## config.mk

```make
export PLATFORM = sky130hd
export DESIGN_NAME = tx_print_flat
export DESIGN_NICKNAME = d
export VERILOG_FILES = /design/src/rtl/debug_pkg.sv /design/src/rtl/tx_print_if.sv /design/src/rtl/tx_print_uart_tx_byte.sv /design/src/rtl/tx_print.sv /design/src/flat_wrapper.sv
export SDC_FILE = /design/constraint.sdc
export NUM_CORES = 1
export LEC_CHECK = 0
export BUFFER_PORTS_ARGS = -buffer_cell sky130_fd_sc_hd__buf_2
export CORE_MARGIN = 5
export CORE_UTILIZATION = 45
export DETAILED_ROUTE_END_ITERATION = 10
export SKIP_LAST_GASP = 1
export SLEW_MARGIN = 40
export SYNTH_ARGS = -nofsm -noshare
export SYNTH_HDL_FRONTEND = slang
export SYNTH_HIERARCHICAL = 1
export SYNTH_SLANG_ARGS = --single-unit
```

## constraint.sdc

```tcl
create_clock -name clk -period 2.8 [get_ports clk]
set_input_delay 0.14 -clock clk [delete_from_list [all_inputs] [get_ports clk]]
set_output_delay 0.14 -clock clk [all_outputs]
set_load 0.02 [all_outputs]
```

## src/rtl/debug_pkg.sv

```systemverilog
// Shared definitions for the debug command path: ASCII constants, print
// request types, the tx_print state encoding and the nibble-to-ASCII map.
package debug_pkg;

    localparam logic [7:0] ASCII_0 = 8'h30;
    localparam logic [7:0] ASCII_A = 8'h41;
    localparam logic [7:0] CR      = 8'h0D;
    localparam logic [7:0] LF      = 8'h0A;

    localparam logic TX_TYPE_BYTE = 1'b0;
    localparam logic TX_TYPE_WORD = 1'b1;

    typedef enum logic [2:0] {
        ST_IDLE = 3'd0,
        ST_LOAD = 3'd1,
        ST_SEND = 3'd2,
        ST_NEXT = 3'd3,
        ST_DONE = 3'd4,
        ST_GAP  = 3'd5
    } tx_state_t;

    // Uppercase hex digit: 0-9 -> '0'..'9', A-F -> 'A'..'F'.
    function automatic logic [7:0] hex_ascii(input logic [3:0] nib);
        if (nib < 4'd10)
            return ASCII_0 + {4'h0, nib};
        else
            return ASCII_A + {4'h0, nib} - 8'd10;
    endfunction

endpackage

```

## src/rtl/tx_print_if.sv

```systemverilog
// Print handshake between the command processors (master) and tx_print (slave).
interface tx_print_if;
    import debug_pkg::*;

    logic        req_tx;
    logic        type_tx;
    logic [31:0] din_tx;
    logic        ack_tx;
    logic        busy;

    modport master (output req_tx, type_tx, din_tx, input  ack_tx, busy);
    modport slave  (input  req_tx, type_tx, din_tx, output ack_tx, busy);

endinterface

```

## src/rtl/tx_print_uart_tx_byte.sv

```systemverilog
// 8N1 byte serializer. A start pulse latches the byte and drives the start
// bit on the same edge; done pulses for one cycle when the stop bit ends.
module uart_tx_byte #(
    parameter int DIV = 868
) (
    input  logic       clk,
    input  logic       rst,
    input  logic       start,
    input  logic [7:0] data,
    output logic       tx,
    output logic       done,
    output logic       busy
);
    localparam int            BW        = (DIV > 1) ? $clog2(DIV) : 1;
    localparam logic [BW-1:0] BAUD_LAST = BW'(DIV - 1);

    logic [BW-1:0] baud_cnt;
    logic [3:0]    bit_cnt;   // 0 = start, 1..8 = data, 9 = stop
    logic [7:0]    shreg;
    logic          active;

    // Bit timing: counters only advance while a frame is in flight.
    always_ff @(posedge clk) begin
        if (rst) begin
            tx       <= 1'b1;
            done     <= 1'b0;
            active   <= 1'b0;
            baud_cnt <= '0;
            bit_cnt  <= '0;
            shreg    <= '0;
        end else begin
            done <= 1'b0;
            if (start) begin
                tx       <= 1'b0;
                shreg    <= data;
                active   <= 1'b1;
                baud_cnt <= '0;
                bit_cnt  <= '0;
            end else if (active) begin
                if (baud_cnt == BAUD_LAST) begin
                    baud_cnt <= '0;
                    if (bit_cnt == 4'd9) begin
                        active  <= 1'b0;
                        done    <= 1'b1;
                        bit_cnt <= '0;
                    end else begin
                        bit_cnt <= bit_cnt + 4'd1;
                        if (bit_cnt == 4'd8) begin
                            tx <= 1'b1;
                        end else begin
                            tx    <= shreg[0];
                            shreg <= {1'b0, shreg[7:1]};
                        end
                    end
                end else begin
                    baud_cnt <= baud_cnt + 1'b1;
                end
            end
        end
    end

    assign busy = active;

endmodule

```

## src/rtl/tx_print.sv

```systemverilog
// Print stage for the debug command processors: sends one raw byte or a
// 32-bit word as 8 uppercase hex characters (MSB nibble first) over UART,
// then acknowledges the whole transfer with a single-cycle ack_tx.
module tx_print
    import debug_pkg::*;
#(
    parameter int CLK_FREQ = 100_000_000,
    parameter int BAUD     = 115200
) (
    input  logic           clk,
    input  logic           rst,
    tx_print_if.slave      bus,
    output logic           tx
);
    localparam int DIV = CLK_FREQ / BAUD;

    tx_state_t   state;
    logic [31:0] din_q;
    logic        type_q;
    logic [2:0]  char_cnt;   // nibble index in word mode, 0 in byte mode

    logic [7:0]  ch_byte;
    logic        ser_start;
    logic        ser_done;
    logic        ser_busy;

    // Transfer sequencing; request inputs only matter while IDLE.
    always_ff @(posedge clk) begin
        if (rst) begin
            state    <= ST_IDLE;
            din_q    <= '0;
            type_q   <= TX_TYPE_BYTE;
            char_cnt <= '0;
        end else begin
            case (state)
                ST_IDLE: begin
                    if (bus.req_tx) begin
                        din_q    <= bus.din_tx;
                        type_q   <= bus.type_tx;
                        char_cnt <= (bus.type_tx == TX_TYPE_WORD) ? 3'd7 : 3'd0;
                        state    <= ST_LOAD;
                    end
                end
                ST_LOAD: state <= ST_SEND;
                ST_SEND: if (ser_done) state <= ST_NEXT;
                ST_NEXT: begin
                    if (char_cnt == 3'd0) begin
                        state <= ST_DONE;
                    end else begin
                        char_cnt <= char_cnt - 3'd1;
                        state    <= ST_LOAD;
                    end
                end
                ST_DONE: state <= ST_GAP;
                // One dead cycle so registered requesters can drop req_tx.
                ST_GAP:  state <= ST_IDLE;
                default: state <= ST_IDLE;
            endcase
        end
    end

    // Character select: raw low byte, or the current nibble as ASCII.
    always_comb begin
        ch_byte = din_q[7:0];
        if (type_q == TX_TYPE_WORD)
            ch_byte = hex_ascii(din_q[{char_cnt, 2'b00} +: 4]);
    end

    // Serializer is idle whenever LOAD is reached; the guard just keeps a
    // running frame from ever being restarted.
    assign ser_start = (state == ST_LOAD) && !ser_busy;

    uart_tx_byte #(.DIV(DIV)) u_ser (
        .clk   (clk),
        .rst   (rst),
        .start (ser_start),
        .data  (ch_byte),
        .tx    (tx),
        .done  (ser_done),
        .busy  (ser_busy)
    );

    assign bus.ack_tx = (state == ST_DONE);
    assign bus.busy   = (state != ST_IDLE);

endmodule
```

## src/flat_wrapper.sv

```systemverilog
// flat-port wrapper written by rule: the top's interface ports become plain ports
module tx_print_flat import debug_pkg::*;
#(
    parameter int CLK_FREQ = 100_000_000,
    parameter int BAUD     = 115200
)
  (clk, rst, tx, bus_req_tx, bus_type_tx, bus_din_tx, bus_ack_tx, bus_busy);
  tx_print_if bus_i ();
  input  logic clk;
  input  logic rst;
  output logic tx;
  input wire logic [$bits(bus_i.req_tx)-1:0] bus_req_tx;
  input wire logic [$bits(bus_i.type_tx)-1:0] bus_type_tx;
  input wire logic [$bits(bus_i.din_tx)-1:0] bus_din_tx;
  output wire logic [$bits(bus_i.ack_tx)-1:0] bus_ack_tx;
  output wire logic [$bits(bus_i.busy)-1:0] bus_busy;
  assign bus_i.req_tx = bus_req_tx;
  assign bus_i.type_tx = bus_type_tx;
  assign bus_i.din_tx = bus_din_tx;
  assign bus_ack_tx = bus_i.ack_tx;
  assign bus_busy = bus_i.busy;
  tx_print #(.CLK_FREQ(CLK_FREQ), .BAUD(BAUD)) u_core (.clk(clk), .rst(rst), .bus(bus_i), .tx(tx));
endmodule
```

==> flow_summary.json <==
{
  "crit_arrival_ns": 2.80,
  "io_buffers": 38,
  "fillers": 661,
  "syn_nets": 398,
  "p_per_area_mw_per_mm2": 710,
  "power.share.clock_pct": 37.8,
  "synth.distinct_cells": 50,
  "tns_ns": 0,
  "synth-seq-cells": 64,
  "drtIter0Drc": 100,
  "max_cap_viol_count": 0,
  "synth_edf_count": 0,
  "design.portCount": 39,
  "start_util_pct": 46.0,
  "final_max_slew_viol_count": 0,
  "min_path_type": "input port to flip-flop",
  "synth_flop_cell": "dfxtp_1",
  "post_drt_wl_per_cell_um": 13.4,
  "r2r_slack_ns": 0.27,
  "hold_start": "bus_din_tx[4]",
  "hold_end": "u_core/din_q[4]$_SDFFE_PP0P_",
  "cts_buffers": 9,
  "gp_congestion": 0.815,
  "timing.rr.end": "u_core/u_ser/shreg[1]$_SDFFE_PP0P_",
  "layout_setup_ws_ns": 0.266,
  "dp_slack_ns": 0.283,
  "hold_buffers": 0,
  "placed_cells": 471,
  "num_vias": 2479,
  "leakagePower_nw": 1.34,
  "vias_per_cell": 5.08,
  "worstPathRequired_ns": 3.06,
  "grt_pass1_wl_um": 11000,
  "async_flop_share_pct": 0,
  "yosys_warnings": 6,
  "max-vdd-ir-drop_v": 0.000291,
  "fp.dieH_um": 93.3,
  "antenna_found_initial": 0,
  "fmax_mhz": 395,
  "hpwl_um": 4570,
  "drc": 0,
  "grt_max_degree": 53,
  "setup_viol": 0,
  "cts_tree": "done",
  "totalWireLength_um": 6560,
  "reg2reg_from": "u_core/char_cnt[0]$_SDFFE_PP0P_",
  "finalWorstPathRequiredPeriod_ns": 2.53,
  "reg2reg_depth": 8,
  "fin_util_pct": 53.1,
  "gr-total-overflow": 0,
  "slew_headroom_pct": 60.5,
  "rsz0062_at_grt": "no",
  "fin_skew_ns": 0.00566,
  "firstDrtPassIters": 4,
  "area_delta_synth_final_pct": 15.4,
  "cts_resized": 0,
  "internal_power_mw": 1.82,
  "clockRootBuffer": "clkbuf_8",
  "cts_buffer_depth": 2,
  "grt_usage_pct": 16.0,
  "p_comb_share_pct": 19.6,
  "crit_slowest_cell": "dfxtp_1",
  "avgSynthCellArea_um2": 8.73,
  "slowest_delay_ns": 0.56,
  "fin_area_mm2": 0.00361,
  "status": "complete, no violations",
  "rows": 30,
  "die_x_um": 93.3,
  "diodes": 0,
  "path_cells": "mux4_2 -> mux2_2 -> inv_1 -> ha_1 -> and2_0 -> o31ai_1 -> mux2i_1 -> a211oi_2",
  "cp-end-kind": "flip-flop",
  "drive_above_1_share_pct": 22.2,
  "worst_slew_pin_slew_ns": 0.592,
  "cp_num_buf_inv": 1,
  "cts_max_level": 3,
  "fp.coreArea_mm2": 0.00679,
  "start_kind": "flip-flop",
  "fin_crit_sh_pct": 90.5,
  "power.switching_mw": 0.742,
  "cts_setup_buffers": 0,
  "clkLatencyLatePin_ns": 0.34,
  "fin_cells": 488,
  "seq_area_frac_synth_pct": 41.0,
  "cp_top_family": "multiplexers",
  "hold_viol": 0,
  "clk_pin_slew_ns": 0.07,
  "cts_sinks": 64,
  "min_path_cells": 3,
  "p_sw_share_pct": 29.0,
  "seqPwrFrac_pct": 42.6,
  "die-area_mm2": 0.00871,
  "path_max_fanout": 7,
  "syn_inst": 358,
  "antenna_left": 0,
  "synth_area_mm2": 0.00313,
  "place_area_mm2": 0.00336,
  "crit_type": "flip-flop to flip-flop",
  "final_nets": 427,
  "grt_pass1_vias": 2327
}
-- registers in the layout, indices dropped and copies added (netlist names) --
register and count:
u_core/char_cnt 3, u_core/u_ser/busy 1, u_core/u_ser/bit_cnt 4, u_core/din_q 32, u_core/u_ser/tx 1, u_core/type_q 1
u_core/u_ser/done 1, u_core/u_ser/baud_cnt 10, u_core/u_ser/shreg 8, u_core/state 3
-- cell usage in the layout (no fill, tap or decap), drive strengths merged, types with 2 or more instances in the layout --
cell type	n
buf	43
inv	8
nand3	3
a21o	2
dfxtp	64
o31ai	2
nand2b	3
nand2	76
and4	2
clkbuf	9
clkinv	3
nor3b	4
nor4b	3
a31oi	3
and2	3
nor2b	5
xor2	3
mux4	8
mux2	5
a21oi	41
nand4	6
nor2	33
a211oi	8
bufinv	3
nor3	9
xnor2	8
mux2i	14
o21ai	2
ha	4
-- tightest hold or removal path, delay by kind of cell --
| kind | cells | cell delay [ns] |
|---|---|---|
| AO/OA/AOI/OAI | 1 | 0.05 |
| buffers and inverters | 1 | 0.09 |
| AND/OR/NAND/NOR | 1 | 0.04 |
-- how the worst max path moves through the flow --
stage                                    start                                 end  cells past startpoint
2_1_floorplan  u_core/char_cnt[0]$_SDFFE_PP0P_  u_core/u_ser/shreg[1]$_SDFFE_PP0P_                      9
3_3_place_gp   u_core/char_cnt[0]$_SDFFE_PP0P_  u_core/u_ser/shreg[1]$_SDFFE_PP0P_                      8
3_5_place_dp   u_core/char_cnt[0]$_SDFFE_PP0P_  u_core/u_ser/shreg[1]$_SDFFE_PP0P_                      8
4_1_cts        u_core/char_cnt[0]$_SDFFE_PP0P_  u_core/u_ser/shreg[1]$_SDFFE_PP0P_                      8
5_1_grt        u_core/char_cnt[0]$_SDFFE_PP0P_  u_core/u_ser/shreg[1]$_SDFFE_PP0P_                      8
6_report       u_core/char_cnt[0]$_SDFFE_PP0P_  u_core/u_ser/shreg[1]$_SDFFE_PP0P_                      8
-- synth_stat cells, types with 2 or more instances --
library cell,number,share of area (%)
nor2_1,33,4.0
buf_6,3,1.1
nor3_1,8,1.3
a21oi_1,40,6.4
mux2_2,5,1.8
nand3_1,3,0.48
o21ai_0,2,0.32
xor2_1,3,0.84
clkbuf_1,17,2.0
nand4_1,5,1.0
nand2_1,76,9.1
inv_1,8,0.96
mux4_2,8,5.8
nor3b_1,4,0.96
and4_1,2,0.56
a21o_1,2,0.48
a31oi_1,3,0.60
dfxtp_1,64,41
ha_1,4,1.6
xnor2_1,8,2.2
buf_2,4,0.64
o31ai_1,2,0.48
and2_1,2,0.40
mux2i_1,14,4.5
a211oi_2,7,2.8
nand2b_1,3,0.60
nor2b_1,5,1.0
-- per-layer routing --
layer | GRT usage (%) | vias up | share of wire [%]
met5 | 0 | - | 0
met4 | 5.13 | 0 | 0.81
met3 | 4.59 | 5 | 3.5
met2 | 25.0 | 46 | 47
met1 | 21.3 | 1134 | 49
li1 | - | 1294 | -
-- power groups by stage --
stage | combinational, mW | clock, mW | sequential, mW
after floorplan | 0.441 | 0 | 1.06
after global placement | 0.490 | 0 | 1.11
after detailed placement | 0.498 | 0 | 1.11
after CTS | 0.501 | 0.997 | 1.09
after global routing | 0.558 | 1.04 | 1.11
final | 0.501 | 0.968 | 1.09
-- final cells by class --
cell class | instances | area [um^2] | share of cell area (%)
clock inverters | 7 | 120 | 3.33
well taps | 96 | 120 | 3.33
inverters | 8 | 30.0 | 0.832
flip-flops and latches | 64 | 1280 | 35.5
multi-input cells | 261 | 1700 | 47.2
repair buffers | 43 | 228 | 6.31
clock buffers | 9 | 124 | 3.43
-- through the flow --
stage,hold slack (ns),total power [mW]
2_1_floorplan,0.276,1.50
3_3_place_gp,0.381,1.60
3_5_place_dp,0.385,1.61
4_1_cts,0.00485,2.59
5_1_grt,0.000813,2.70
6_report,0.0276,2.56
-- cells by family (layout without fill, tap and decap cells) --
| group | after synthesis | in the layout | share of synthesized area, % |
|---|---|---|---|
| compound gates | 65 | 65 | 13.7 |
| xor+xnor | 11 | 11 | 3.08 |
| fa+ha+maj | 4 | 4 | 1.60 |
| buf+inv | 33 | 67 | 4.96 |
| flops | 64 | 64 | 41.0 |
| mux | 27 | 27 | 12.0 |
| simple gates | 154 | 154 | 23.7 |
Note: power is estimated with default switching activity, not from simulation.
